--- src/rtl/buffer_fill_ctrl.sv ---
// -----------------------------------------------------------------------------
// buffer_fill_ctrl
//
// Upstream controller for a 4-row x 16-byte sliding-window line buffer.
//
// Frame sequence:
//   1. Fetch image rows 0..3 (16 words, one outstanding read at a time) into
//      buffer rows 0..3.
//   2. Sweep buf_table_index 3..15 under a win_valid/win_ready handshake.
//   3. Between bands, pulse buf_shift_en once and refill buffer row 3 with the
//      next image row.
//   4. Repeat from the sweep until all IMG_ROWS image rows have been consumed.
//
// Image row r, word c lives at word address base_addr + 4*r + c, and the
// address wraps modulo 2**ADDR_W.
//
// Parameters
//   ADDR_W    memory word-address width
//   IMG_ROWS  image height in rows (4..1024), each row is 4 words
//
// Ports
//   clk, rst         clock; synchronous active-high reset
//   start            begin a frame (sampled only while idle)
//   base_addr        word address of image row 0 word 0, latched on start
//   busy, done       frame in progress / one-cycle completion pulse
//   mem_req          one-cycle read request pulse
//   mem_addr         read address, valid with mem_req (0 otherwise)
//   mem_rvalid       read data valid
//   mem_rdata        read data, byte [31:24] is the leftmost pixel
//   buf_ld           buffer load strobe (registered)
//   buf_row          target buffer row for the load
//   buf_col          target word column for the load
//   buf_data         word to load
//   buf_shift_en     buffer row-shift strobe
//   buf_table_index  rightmost column of the current window
//   win_valid        window available to the consumer
//   win_ready        consumer accepts the window
//   stall_cnt        stall performance counter
//
// Configuration macro
//   BUF_FILL_STALL_CNT_EN  when defined, stall_cnt counts cycles with a
//                          window stalled by the consumer or a read waiting
//                          on memory. The count saturates and clears on reset
//                          and on an accepted start. When the macro is not
//                          defined, stall_cnt is tied to 0.
// -----------------------------------------------------------------------------
module buffer_fill_ctrl #(
    parameter int ADDR_W   = 16,
    parameter int IMG_ROWS = 16
) (
    input  logic              clk,
    input  logic              rst,
    input  logic              start,
    input  logic [ADDR_W-1:0] base_addr,
    output logic              busy,
    output logic              done,
    output logic              mem_req,
    output logic [ADDR_W-1:0] mem_addr,
    input  logic              mem_rvalid,
    input  logic [31:0]       mem_rdata,
    output logic              buf_ld,
    output logic              buf_shift_en,
    output logic [1:0]        buf_row,
    output logic [1:0]        buf_col,
    output logic [31:0]       buf_data,
    output logic [3:0]        buf_table_index,
    output logic              win_valid,
    input  logic              win_ready,
    output logic [15:0]       stall_cnt
);

    localparam logic [4:0]  FILL_WORDS       = 5'd16;
    localparam logic [4:0]  ROW_WORDS        = 5'd4;
    localparam logic [10:0] ROWS_LIMIT       = 11'(IMG_ROWS);
    localparam logic [10:0] FIRST_REFILL_ROW = 11'd4;
    localparam logic [3:0]  IDX_FIRST        = 4'd3;
    localparam logic [3:0]  IDX_LAST         = 4'd15;

    typedef enum logic [2:0] {
        S_IDLE,
        S_FILL,
        S_SETTLE,
        S_SWEEP,
        S_SHIFT,
        S_REFILL,
        S_DONE
    } state_t;

    state_t            state_q;
    state_t            state_d;

    logic [ADDR_W-1:0] base_q;        // latched frame base address
    logic [10:0]       next_row_q;    // next image row to be refilled
    logic [4:0]        req_cnt_q;     // reads issued in the current fetch phase
    logic [4:0]        ld_cnt_q;      // reads returned in the current fetch phase
    logic              rd_pending_q;  // one read is outstanding

    logic              start_ok;
    logic              fetching;
    logic [4:0]        fetch_words;
    logic [10:0]       fetch_row;
    logic [ADDR_W-1:0] fetch_addr;
    logic              rd_accept;
    logic              win_fire;

    assign start_ok    = (state_q == S_IDLE) && start;
    assign fetching    = (state_q == S_FILL) || (state_q == S_REFILL);
    assign fetch_words = (state_q == S_FILL) ? FILL_WORDS : ROW_WORDS;

    // The initial fill reads rows 0..3 as one linear run of 16 words starting
    // at the base address. A refill reads the 4 words of next_row_q.
    assign fetch_row   = (state_q == S_FILL) ? 11'd0 : next_row_q;
    assign fetch_addr  = base_q + ADDR_W'({fetch_row, 2'b00}) + ADDR_W'(req_cnt_q);

    // Returned data is only meaningful while a read is outstanding. A stray
    // valid (while idle, or after a reset abort) must not produce a load.
    assign rd_accept   = rd_pending_q && mem_rvalid;
    assign win_fire    = win_valid && win_ready;

    // -------------------------------------------------------------------------
    // State register
    // -------------------------------------------------------------------------
    // NOTE: clocked state uses non-blocking (<=) so every register samples the
    // pre-edge values of the others, independent of statement order.
    always_ff @(posedge clk) begin
        if (rst) begin
            state_q <= S_IDLE;
        end else begin
            state_q <= state_d;
        end
    end

    // -------------------------------------------------------------------------
    // Next state and Moore-style control outputs
    // -------------------------------------------------------------------------
    // NOTE: every signal driven here gets a default before the case statement.
    // A path that leaves one unassigned would infer a latch.
    always_comb begin
        state_d      = state_q;
        busy         = (state_q != S_IDLE);
        done         = 1'b0;
        mem_req      = 1'b0;
        buf_shift_en = 1'b0;
        win_valid    = 1'b0;

        case (state_q)
            S_IDLE: begin
                if (start) begin
                    state_d = S_FILL;
                end
            end

            S_FILL, S_REFILL: begin
                // Issue the next read only after the previous one has returned.
                mem_req = !rd_pending_q && (req_cnt_q < fetch_words);
                // ld_cnt_q already counts the word being loaded this cycle, so
                // the phase ends in the cycle of its last buf_ld.
                if (buf_ld && (ld_cnt_q == fetch_words)) begin
                    state_d = S_SETTLE;
                end
            end

            S_SETTLE: begin
                state_d = S_SWEEP;
            end

            S_SWEEP: begin
                win_valid = 1'b1;
                if (win_ready && (buf_table_index == IDX_LAST)) begin
                    state_d = (next_row_q < ROWS_LIMIT) ? S_SHIFT : S_DONE;
                end
            end

            S_SHIFT: begin
                buf_shift_en = 1'b1;
                state_d      = S_REFILL;
            end

            S_DONE: begin
                done    = 1'b1;
                state_d = S_IDLE;
            end

            default: begin
                state_d = S_IDLE;
            end
        endcase
    end

    // The address bus is held at 0 whenever no request is being made.
    assign mem_addr = mem_req ? fetch_addr : '0;

    // -------------------------------------------------------------------------
    // Fetch bookkeeping, load path and window index
    // -------------------------------------------------------------------------
    always_ff @(posedge clk) begin
        if (rst) begin
            base_q          <= '0;
            next_row_q      <= '0;
            req_cnt_q       <= '0;
            ld_cnt_q        <= '0;
            rd_pending_q    <= 1'b0;
            buf_ld          <= 1'b0;
            buf_row         <= '0;
            buf_col         <= '0;
            buf_data        <= '0;
            buf_table_index <= '0;
        end else begin
            buf_ld <= 1'b0;

            if (start_ok) begin
                base_q     <= base_addr;
                next_row_q <= FIRST_REFILL_ROW;
                req_cnt_q  <= '0;
                ld_cnt_q   <= '0;
            end

            // Single-outstanding protocol. mem_req only fires with nothing
            // pending, so issue and return never coincide.
            if (mem_req) begin
                rd_pending_q <= 1'b1;
                req_cnt_q    <= req_cnt_q + 5'd1;
            end else if (rd_accept) begin
                rd_pending_q <= 1'b0;
            end

            // Data returns in order, so the return count gives the target
            // slot. The fill walks rows 0..3; a refill always targets row 3.
            if (rd_accept) begin
                buf_ld   <= 1'b1;
                buf_data <= mem_rdata;
                buf_row  <= (state_q == S_FILL) ? ld_cnt_q[3:2] : 2'd3;
                buf_col  <= ld_cnt_q[1:0];
                ld_cnt_q <= ld_cnt_q + 5'd1;
            end

            // Start the refill phase counters from zero.
            if (state_q == S_SHIFT) begin
                req_cnt_q <= '0;
                ld_cnt_q  <= '0;
            end

            // A completed refill consumes one more image row. The end-of-band
            // test then compares the following row against IMG_ROWS.
            if ((state_q == S_REFILL) && (state_d == S_SETTLE)) begin
                next_row_q <= next_row_q + 11'd1;
            end

            if (state_q == S_SETTLE) begin
                buf_table_index <= IDX_FIRST;
            end else if (win_fire && (buf_table_index != IDX_LAST)) begin
                buf_table_index <= buf_table_index + 4'd1;
            end
        end
    end

    // -------------------------------------------------------------------------
    // Stall performance counter
    // -------------------------------------------------------------------------
`ifdef BUF_FILL_STALL_CNT_EN
    logic stall_evt;

    assign stall_evt = (win_valid && !win_ready) || (rd_pending_q && !mem_rvalid);

    always_ff @(posedge clk) begin
        if (rst) begin
            stall_cnt <= '0;
        end else if (start_ok) begin
            stall_cnt <= '0;
        end else if (stall_evt && (stall_cnt != 16'hFFFF)) begin
            stall_cnt <= stall_cnt + 16'd1;
        end
    end
`else
    assign stall_cnt = 16'h0000;
`endif

    // -------------------------------------------------------------------------
    // Protocol invariants
    // -------------------------------------------------------------------------
`ifndef SYNTHESIS
    a_ld_shift_excl : assert property (@(posedge clk) disable iff (rst)
        !(buf_ld && buf_shift_en));
    a_win_excl : assert property (@(posedge clk) disable iff (rst)
        !(win_valid && (buf_ld || buf_shift_en)));
    a_one_read : assert property (@(posedge clk) disable iff (rst)
        !(mem_req && rd_pending_q));
`endif

endmodule

--- config.mk ---
export PLATFORM = sky130hd
export DESIGN_NAME = buffer_fill_ctrl
export DESIGN_NICKNAME = d
export VERILOG_FILES = /design/src/rtl/buffer_fill_ctrl.sv
export SDC_FILE = /design/constraint.sdc
export NUM_CORES = 1
export LEC_CHECK = 0
export CAP_MARGIN = 40
export CELL_PAD_IN_SITES_DETAIL_PLACEMENT = 0
export CELL_PAD_IN_SITES_GLOBAL_PLACEMENT = 1
export CORE_MARGIN = 2
export CORE_UTILIZATION = 34
export DETAILED_ROUTE_END_ITERATION = 10
export PLACE_DENSITY_LB_ADDON = 0.08
export SYNTH_ARGS = -nofsm -noshare
export SYNTH_HDL_FRONTEND = slang
export SYNTH_SLANG_ARGS = --single-unit
--- constraint.sdc ---
create_clock -name clk -period 4.6 [get_ports clk]
set_clock_uncertainty 0.15 [all_clocks]
set_input_delay 1.38 -clock clk [delete_from_list [all_inputs] [get_ports clk]]
set_output_delay 1.38 -clock clk [all_outputs]
set_load 0.005 [all_outputs]
==> results of run 1 <==
## sequential cells by signal (all words and copies together) (netlist names)
name / flops
base_q: 16
buf_col: 2
buf_data: 32
buf_ld: 1
buf_row: 2
buf_table_index: 4
ld_cnt_q: 5
next_row_q: 11
rd_pending_q: 1
req_cnt_q: 5
state_q: 3
## critical path, delay by kind of cell (launching register included)
kind                       cells  cell delay [ps]
AOI/OAI and AO/OA              2              480
buffers and inverters          4              460
and+or+nand+nor                7              730
adders and majority gates      2              800
DFF                            1              330
## report_power, final
| group | internal [mW] | total, mW | switching, mW | leakage [nW] |
|---|---|---|---|---|
| clock network | 0.491 | 0.793 | 0.302 | 0.156 |
| logic | 0.169 | 0.334 | 0.165 | 1.73 |
| registers | 0.741 | 0.761 | 0.0198 | 0.666 |
| total | 1.40 | 1.89 | 0.487 | 2.55 |
## cells by family (layout without fill, tap and decap cells)
logic type,count (synthesis),after routing
DFF,82,82
xor gates and xnor gates,16,16
muxes,1,1
other,1,16
AOI/OAI and AO/OA,126,126
adders and majority gates,34,34
and+or+nand+nor,249,249
buffers and inverters,60,194
## final cells by class
type	instances	share of cell area, %
Clock buffer	10	3.69
Multi-Input combinational cell	442	42.1
Timing Repair Buffer	164	23.3
Tap cell	172	3.32
Sequential cell	82	25.4
Clock inverter	5	1.31
Inverter	15	0.907
## cell usage after synthesis, drive strengths merged, types with 3 or more instances
master  number
nor3        17
dfxtp       82
o21ai       12
ha          30
and2         3
o21a         5
inv         15
buf         25
nand2      125
clkbuf      20
a211oi       5
nor2b       15
fa           4
nand3       14
nand2b       6
and3         8
xnor2        7
nor2        48
xor2         9
a21oi       84
## stage by stage
step,setup TNS [ps],std cells
after floorplan,0,584
after global placement,-761,862
after detailed placement,-991,863
after CTS,-346,887
after global routing,-1290,890
final,-289,890
## repair_timing
item | 4_1_cts | 5_1_grt
pin swaps | 20 | 26
buffers inserted | 9 | 5
endpoints found under the setup margin | 12 | 13
resized for setup | 61 | 26
## final timing paths
| path | start | endpoint |
|---|---|---|
| hold reg to reg | buf_data[27] | buf_data[27] |
| setup reg to reg | state_q[0] | next_row_q[10] |
| hold / removal | buf_data[27] | buf_data[27] |
| setup / recovery | state_q[0] | mem_addr[14] |
## cell usage in the layout (no fill, tap or decap), types with 3 or more instances in the layout
cell type	count
o21ai_0	11
buf_2	7
clkbuf_16	9
inv_1	13
a211oi_1	4
a21oi_2	3
nor3_1	12
nand3_1	13
buf_6	7
clkdlybuf4s50_1	102
nor2b_1	10
and3_1	8
nand2b_1	4
nor3_2	5
a21oi_1	80
conb_1	16
nand2_1	124
dfxtp_1	80
ha_4	3
xnor2_1	6
buf_4	42
ha_1	25
nor2_1	45
xor2_1	9
nor2b_4	3
o21a_1	5
## routing by layer
metal  GRT usage [%]  wire (µm)
met1            20.7       5210
met3            7.12        823
met4            4.44        106
met2            29.0       5700
met5               0          0
==> impl_metrics.ini, run 1 <==
[synth]
synth-compound-area-share_pct = 16.6
ys_ff_latch = 82
ys_seq_area_share_pct = 37.3
synth-adder-area-share_pct = 10.4
synth_xor_area_share_pct = 3.19
synth-main-ff-cell = dfxtp_1
async_flop_share_pct = 0
synth.distinct_cells = 53
synth-simple-area-share_pct = 25.4
yosys-mux-area-fraction_pct = 0.228
ys_warn_count = 0
syn-cell-area_mm2 = 0.00440
syn-instance-count = 569
yosys.area.top_type_share_pct = 37.3
synth_area_leaders = dfxtp_1, nand2_1, a21oi_1, ha_1, nor2_1
syn_avg_cell_area_um2 = 7.72
synth_top_family_by_area = simple AND/OR/NAND/NOR gates
yosys.area.top_type = dfxtp_1
synth_edf_count = 0

[finish]
multiInputGateArea_mm2 = 0.00273
n_fill_cell = 1287
seq_area_mm2 = 0.00164
antenna_cells = 0
utilization_pct = 51.4
fin_nets = 801
fin_area_mm2 = 0.00648
layout-drive-gt1-share_pct = 16.2
area_growth_pct = 47.5

[clocking]
ctsHtreeMaxLevel = 3
path_clk_slew_ps = 60
cts.path.max_buffers = 2
insertion_delay_ps = 340
root_buffer = clkbuf_16
cts_tree = yes
cts_hold_buf = 0
cts_buffers = 9
cts_sinks = 82

[grt]
grt_pass1_wl_mm = 19.9
antenna_found_initial = 0
grt_pass1_vias = 4184
grt_max_degree = 44
overflow = 0
grt_use_total_pct = 17.4

[sta]
min_period_over_period_pct = 102
worst_slew_pin_slew_ps = 792
period_needed_ps = 4680
max_slew_margin_pct = 47.1
setup_viol = 5
hold-worst-slack_ps = 303
setup_slack_ps = -83.0
drv_slew = 0
finalHoldViolCount = 0
rsz0062_at_grt = true
clock.fmax_mhz = 214

[worst_hold_path]
hold_path.class = flop to flop
worstHoldPathCells = 2

[critical_path]
reg2regPathDepth = 11
startpoint_type = flop
critical-path-max-stage-delay_ps = 490
arrival_ps = 3150
cp.required_ps = 3070
path_max_fanout = 4
endpoint_kind = output pin
path_class = flop to output pin
cp_cell_sequence = nor2b_4 -> nand2b_4 -> inv_4 -> nor2b_4 -> fa_1 -> ha_4 -> buf_6 -> nand3_4 -> nor2_4 -> o32ai_4 -> buf_6 -> a2111oi_4 -> nor3_2 -> nor3_1 -> buf_2
regToRegSetupSlack_ps = 1910
crit_slowest_cell = fa_1

[die]
initial_core_util_pct = 34.8
core_mm2 = 0.0126
fp.dieArea_mm2 = 0.0139
dieWidth_um = 118
die_h_um = 118
rows = 41
ioPinCount = 131

[job]
max_cap_violations = 0

[routing]
vias_per_cell = 4.76
vias = 4236
drt_iter0_markers = 175
drt_pass1_iterations = 4
wl_per_cell_um = 13.3
ant_nets = 0
route.detailed.drc = 0
wirelength_mm = 11.8

[pwr]
powerDensity_mw_per_mm2 = 291
ir_drop_mv = 0.206
p_leak_nw = 2.55
p_total_mw = 1.89

[place]
dp_worst_setup_slack_ps = -223
port_buffers = 114
place_area_mm2 = 0.00586
place.gp.congestion = 0.800
dp_hpwl_mm = 8.39

[outcome]
status = finished, violations left
failed_checks = setup timing
(Power assumes the default switching activity.)
==> run 2, diff against run 1 <==
CORE_MARGIN = unset   (was 2)
REMOVE_ABC_BUFFERS = 1   (was unset)
==> run 2 against run 1 <==
Clock power fell by 9.7%. Cell area down 0.87%. Total power down 4.5%. Register-to-register slack worse by 130 ps. Via count down 0.94%. Cell count increased by 0.11%. First-iteration DRC count increased by 13%. Clock-buffer cell count unchanged. Core utilization down 0.45 points. Die area down 3.4%. Setup slack improved by 15 ps. The run still ends with setup timing left. Largest power group is now sequential cells.
==> impl_metrics.ini, run 2 (same netlist as run 1, synthesis figures left out) <==
[critical_path]
path_class = flop to output pin
crit_end = mem_addr[14]
cp.required_ps = 3070
crit_slowest_cell = fa_1
crit_family = adder cells
cp_cell_sequence = nor2b_4 -> nand2b_4 -> inv_4 -> nor2b_4 -> fa_1 -> ha_4 -> buf_6 -> nand3_4 -> nor2_4 -> o32ai_4 -> buf_6 -> a2111oi_4 -> nor3_1 -> nor3_1 -> buf_2
critical-path-max-stage-delay_ps = 480
regToRegSetupSlack_ps = 1780
cp.depth = 15
startpoint = state_q[0]
reg2regPathDepth = 12
path_buf_inv = 4
arrival_ps = 3140
r2r-end = next_row_q[10]
path_max_fanout = 4
endpoint_kind = output pin
r2r-start = state_q[0]
startpoint_type = flop

[sta]
max_slew_margin_pct = 51.3
period_needed_ps = 4670
setup_slack_ps = -68.4
hold-worst-slack_ps = 304
setup_tns_ps = -208
worst_slew_pin_slew_ps = 731
drv_slew = 0
min_period_over_period_pct = 101
finalHoldViolCount = 0
rsz0062_at_grt = true
setup_viol = 6
clock.fmax_mhz = 214

[grt]
grt_use_total_pct = 17.7
grt_pass1_wl_mm = 18.5
grt_max_degree = 36
overflow = 0
antenna_found_initial = 0
grt_pass1_vias = 3755

[finish]
final_common_cell = nand2_1
fin_nets = 802
area_growth_pct = 46.3
largest_register_ffs = 32
regMostFlops = buf_data
top_regs = buf_data: 32 flops, base_q: 16 flops, next_row_q: 11 flops
antenna_cells = 0
final_cell_mix = nand2_1, clkdlybuf4s50_1, a21oi_1, dfxtp_1, nor2_1
layout-drive-gt1-share_pct = 15.0

[outcome]
failed_checks = setup timing
status = finished, violations left

[routing]
drt_iter0_markers = 198
wl_per_cell_um = 13.1
wirelength_mm = 11.7
drt_pass1_iterations = 6
vias_per_cell = 4.71
route.detailed.drc = 0
ant_nets = 0
vias = 4196

[clocking]
cts_tree = yes
cts.path.max_buffers = 2
cts_sinks = 82
ctsHtreeMaxLevel = 3
cts_buffers = 9
path_clk_slew_ps = 60
root_buffer = clkbuf_16
insertion_delay_ps = 340

[die]
core_mm2 = 0.0126
dieWidth_um = 116
rows = 41
die_h_um = 116
ioPinCount = 131
fp.dieArea_mm2 = 0.0134
initial_core_util_pct = 34.8

[worst_hold_path]
hold_path.class = flop to flop

[pwr]
p_total_mw = 1.80
ir_drop_mv = 0.251
powerDensity_mw_per_mm2 = 280
p_leak_nw = 2.58

[place]
port_buffers = 114
place.gp.congestion = 0.772
dp_hpwl_mm = 8.07

[job]
max_cap_violations = 0
run 2: cell count changes in the layout (fill, tap and decap cells not counted), sizes merged:
cell	change
inv	-2
bufinv	-1
clkdlybuf4s15	-1
clkinvlp	+1
dlymetal6s2s	+2
clkdlybuf4s50	-2
dlygate4sd2	+2
clkinv	+2
run 2: what timing repair did:
item                                    4_1_cts  5_1_grt
endpoints found under the setup margin       11       13
setup buffers                                11        8
pin swaps                                    21       23
resized for setup                            52       26
hold buffers                                  0        0
run 2: layout make-up:
type                            instances  area [µm²]
Clock inverter                          5        55.1
Timing Repair Buffer                  165        1510
Inverter                               15        58.8
Fill cell                            1273        6190
Sequential cell                        82        1640
Clock buffer                           10         239
Tap cell                              172         215
Multi-Input combinational cell        442        2710
run 2: power breakdown:
part           internal [mW]  switching, mW
Sequential             0.741         0.0194
Clock                  0.430          0.286
Combinational          0.164          0.162
Total                   1.34          0.467
run 2: worst min path at each step:
stage,startpoint,endpoint,slack (ps),cells after the start
after CTS,buf_data[9],buf_data[9],310,2
after floorplan,base_q[2],base_q[2],280,2
after global routing,buf_data[13],buf_data[13],320,2
final,buf_data[8],buf_data[8],300,2
after global placement,buf_data[15],buf_data[15],290,2
after detailed placement,buf_data[21],buf_data[21],300,2
run 2: per-stage QoR:
| step | setup slack, ps | area (µm²) | cells | utilization (%) |
|---|---|---|---|---|
| 6_report | -68.4 | 6430 | 891 | 50.9 |
| 5_1_grt | -216 | 6430 | 891 | 50.9 |
| 4_1_cts | -186 | 6310 | 887 | 50.0 |
| 3_5_place_dp | -233 | 5830 | 861 | 46.2 |
| 3_3_place_gp | -166 | 5830 | 861 | 46.2 |
| 2_1_floorplan | 83.0 | 4210 | 539 | - |
run 2: worst reg2reg max path, cell delays in order, from the launching register on:
cell       delay (ps)
dfxtp_2           330
nor2b_4           170
nand2b_4           90
inv_4              90
buf_6             130
buf_4             120
ha_1              210
and4bb_2          320
nand4bb_1         330
nor3_1            370
nand3_1           130
xor2_1            180
nor3_2             50
run 2: metal layers:
layer  track usage (%)  vias to the layer above  share of wire, %
li1                  -                     2182                 -
met1              24.2                     1900                48
met2              26.9                      106                45
met3              5.60                        8               6.2
met4              4.62                        0              0.99
met5                 0                        -                 0
==> run 3, diff against run 2 <==
CORE_MARGIN = 2   (was unset)
==> run 3 against run 2 <==
The flow still finishes with violations (setup timing). Total power grew 1.1%. Combinational power is essentially flat. Register-to-register slack lost 90 ps. Cell count shrank 0.34%. Flip-flop and latch count is the same. Clock power grew 3%. Routed wire length grew 1.1%. Sequential power is essentially flat. First-iteration DRC count shrank 21%. Critical path type unchanged.
==> impl_metrics.ini, run 3 (same netlist as run 1, synthesis figures left out) <==
[outcome]
status = finished, violations left
failed_checks = setup timing

[critical_path]
cp.required_ps = 3070
endpoint_kind = output pin
critical-path-max-stage-delay_ps = 480
path_buf_inv = 3
path_max_fanout = 3
startpoint_type = flop
path_class = flop to output pin
arrival_ps = 3100
crit_slowest_cell = fa_1
cp_cell_sequence = nor2b_4 -> nand2b_4 -> inv_4 -> nor2b_2 -> fa_1 -> ha_4 -> a21oi_2 -> nor2b_2 -> o32ai_4 -> buf_6 -> a2111oi_4 -> nor3_1 -> nor3_1 -> buf_2
crit_family = adder cells

[die]
rows = 41
ioPinCount = 131
die_h_um = 118
fp.dieArea_mm2 = 0.0139
initial_core_util_pct = 34.8
dieWidth_um = 118
core_mm2 = 0.0126

[routing]
route.detailed.drc = 0
wl_per_cell_um = 13.3
wirelength_mm = 11.8
drt_pass1_iterations = 4
vias_per_cell = 4.80
drt_iter0_markers = 156
vias = 4258
ant_nets = 0

[sta]
finalHoldViolCount = 0
setup_slack_ps = -34.7
period_needed_ps = 4630
drv_slew = 0
rsz0062_at_grt = true
worst_slew_pin_slew_ps = 715
setup_viol = 2
max_slew_margin_pct = 52.4
min_period_over_period_pct = 101
clock.fmax_mhz = 216

[grt]
grt_max_degree = 39
grt_pass1_vias = 4014
antenna_found_initial = 0
grt_pass1_wl_mm = 19.5
grt_use_total_pct = 17.2
overflow = 0

[finish]
fin_nets = 798
antenna_cells = 0
largest_register_ffs = 32
top_regs = buf_data: 32 flops, base_q: 16 flops, next_row_q: 11 flops
final_cell_mix = nand2_1, clkdlybuf4s50_1, dfxtp_1, a21oi_1, nor2_1
fin_area_mm2 = 0.00637
final_common_cell = nand2_1
regMostFlops = buf_data
n_fill_cell = 1265
area_growth_pct = 44.9
layout-drive-gt1-share_pct = 14.9

[worst_hold_path]
hold_path.class = flop to flop

[place]
place_area_mm2 = 0.00581
dp_hpwl_mm = 8.17
place.gp.congestion = 0.787
port_buffers = 114

[clocking]
insertion_delay_ps = 340
ctsHtreeMaxLevel = 3
path_clk_slew_ps = 60
root_buffer = clkbuf_16
cts_buffers = 9
cts.path.max_buffers = 2
cts_sinks = 82
cts_tree = yes

[pwr]
p_total_mw = 1.82
netSwitchingFraction_pct = 26.2
ir_drop_mv = 0.184
intPower_mw = 1.34
power_frac_comb_pct = 18.0
power_frac_clock_pct = 40.3
seq_power_share_pct = 41.7
switching_power_mw = 0.477
powerDensity_mw_per_mm2 = 286
p_leak_nw = 2.52

[job]
max_cap_violations = 0
-- run 3: cell types whose count changed in the layout (fill, tap and decap cells not counted), moves of 2 or more --
| cell | before | now |
|---|---|---|
| buf_6 | 6 | 4 |
| a21oi_2 | 2 | 5 |
| a21oi_4 | 2 | 0 |
| clkinvlp_4 | 2 | 0 |
| dlymetal6s2s_1 | 3 | 1 |
| clkbuf_1 | 0 | 3 |
| buf_4 | 45 | 43 |
| clkinv_2 | 2 | 0 |
-- run 3: routing by layer --
metal | vias to the layer above | GRT usage (%) | share of wire [%]
met3 | 16 | 4.26 | 4.7
met1 | 1975 | 23.2 | 50
met4 | 0 | 7.38 | 2.0
met2 | 82 | 26.1 | 44
met5 | - | 0 | 0
li1 | 2185 | - | -
-- run 3: path summary, 6_finish.rpt --
kind / from / end / slack [ps] / cells past startpoint
worst max-delay path: state_q[0] / mem_addr[14] / -30 / 14
worst max register to register: state_q[0] / next_row_q[10] / 1690 / 13
worst min register to register: buf_data[31] / buf_data[31] / 300 / 2
worst min-delay path: buf_data[31] / buf_data[31] / 300 / 2
-- run 3: timing repair --
item,CTS,global route
endpoints found under the setup margin,11,11
pin swaps,28,23
gates resized for setup,59,22
hold buffers,0,0
buffers inserted,10,6
-- run 3: cell type report --
class	instances	area, µm²	share of cell area, %
tap	172	215	3.38
inverter	15	58.8	0.923
timing repair buffer	161	1460	23.0
sequential	82	1640	25.8
clock inverter	3	47.5	0.746
clock buffer	13	250	3.93
multi-input combinational	442	2690	42.2
-- run 3: worst min-delay path, delay by kind of cell, from the launching register on --
family          cells  cell delay [ps]
flops               1              310
simple gates        1               50
compound gates      1               50
-- run 3: power by group through the flow --
stage	Clock, mW	Combinational (mW)	Sequential [mW]
floorplan	0	0.128	0.776
global placement	0	0.302	0.775
detailed placement	0	0.304	0.775
CTS	0.758	0.325	0.760
global route	0.795	0.364	0.764
finish	0.734	0.328	0.760
-- run 3: metrics by stage --
step / instances / setup TNS (ps) / worst slack (ps) / util, % / hold WS (ps)
2_1_floorplan: 539 / 0 / 83.0 / - / 280
3_3_place_gp: 858 / -633 / -154 / 46.0 / 291
3_5_place_dp: 858 / -855 / -194 / 46.0 / 296
4_1_cts: 884 / -193 / -71.6 / 49.8 / 305
5_1_grt: 888 / -620 / -181 / 50.5 / 317
6_report: 888 / -38.6 / -34.7 / 50.5 / 301
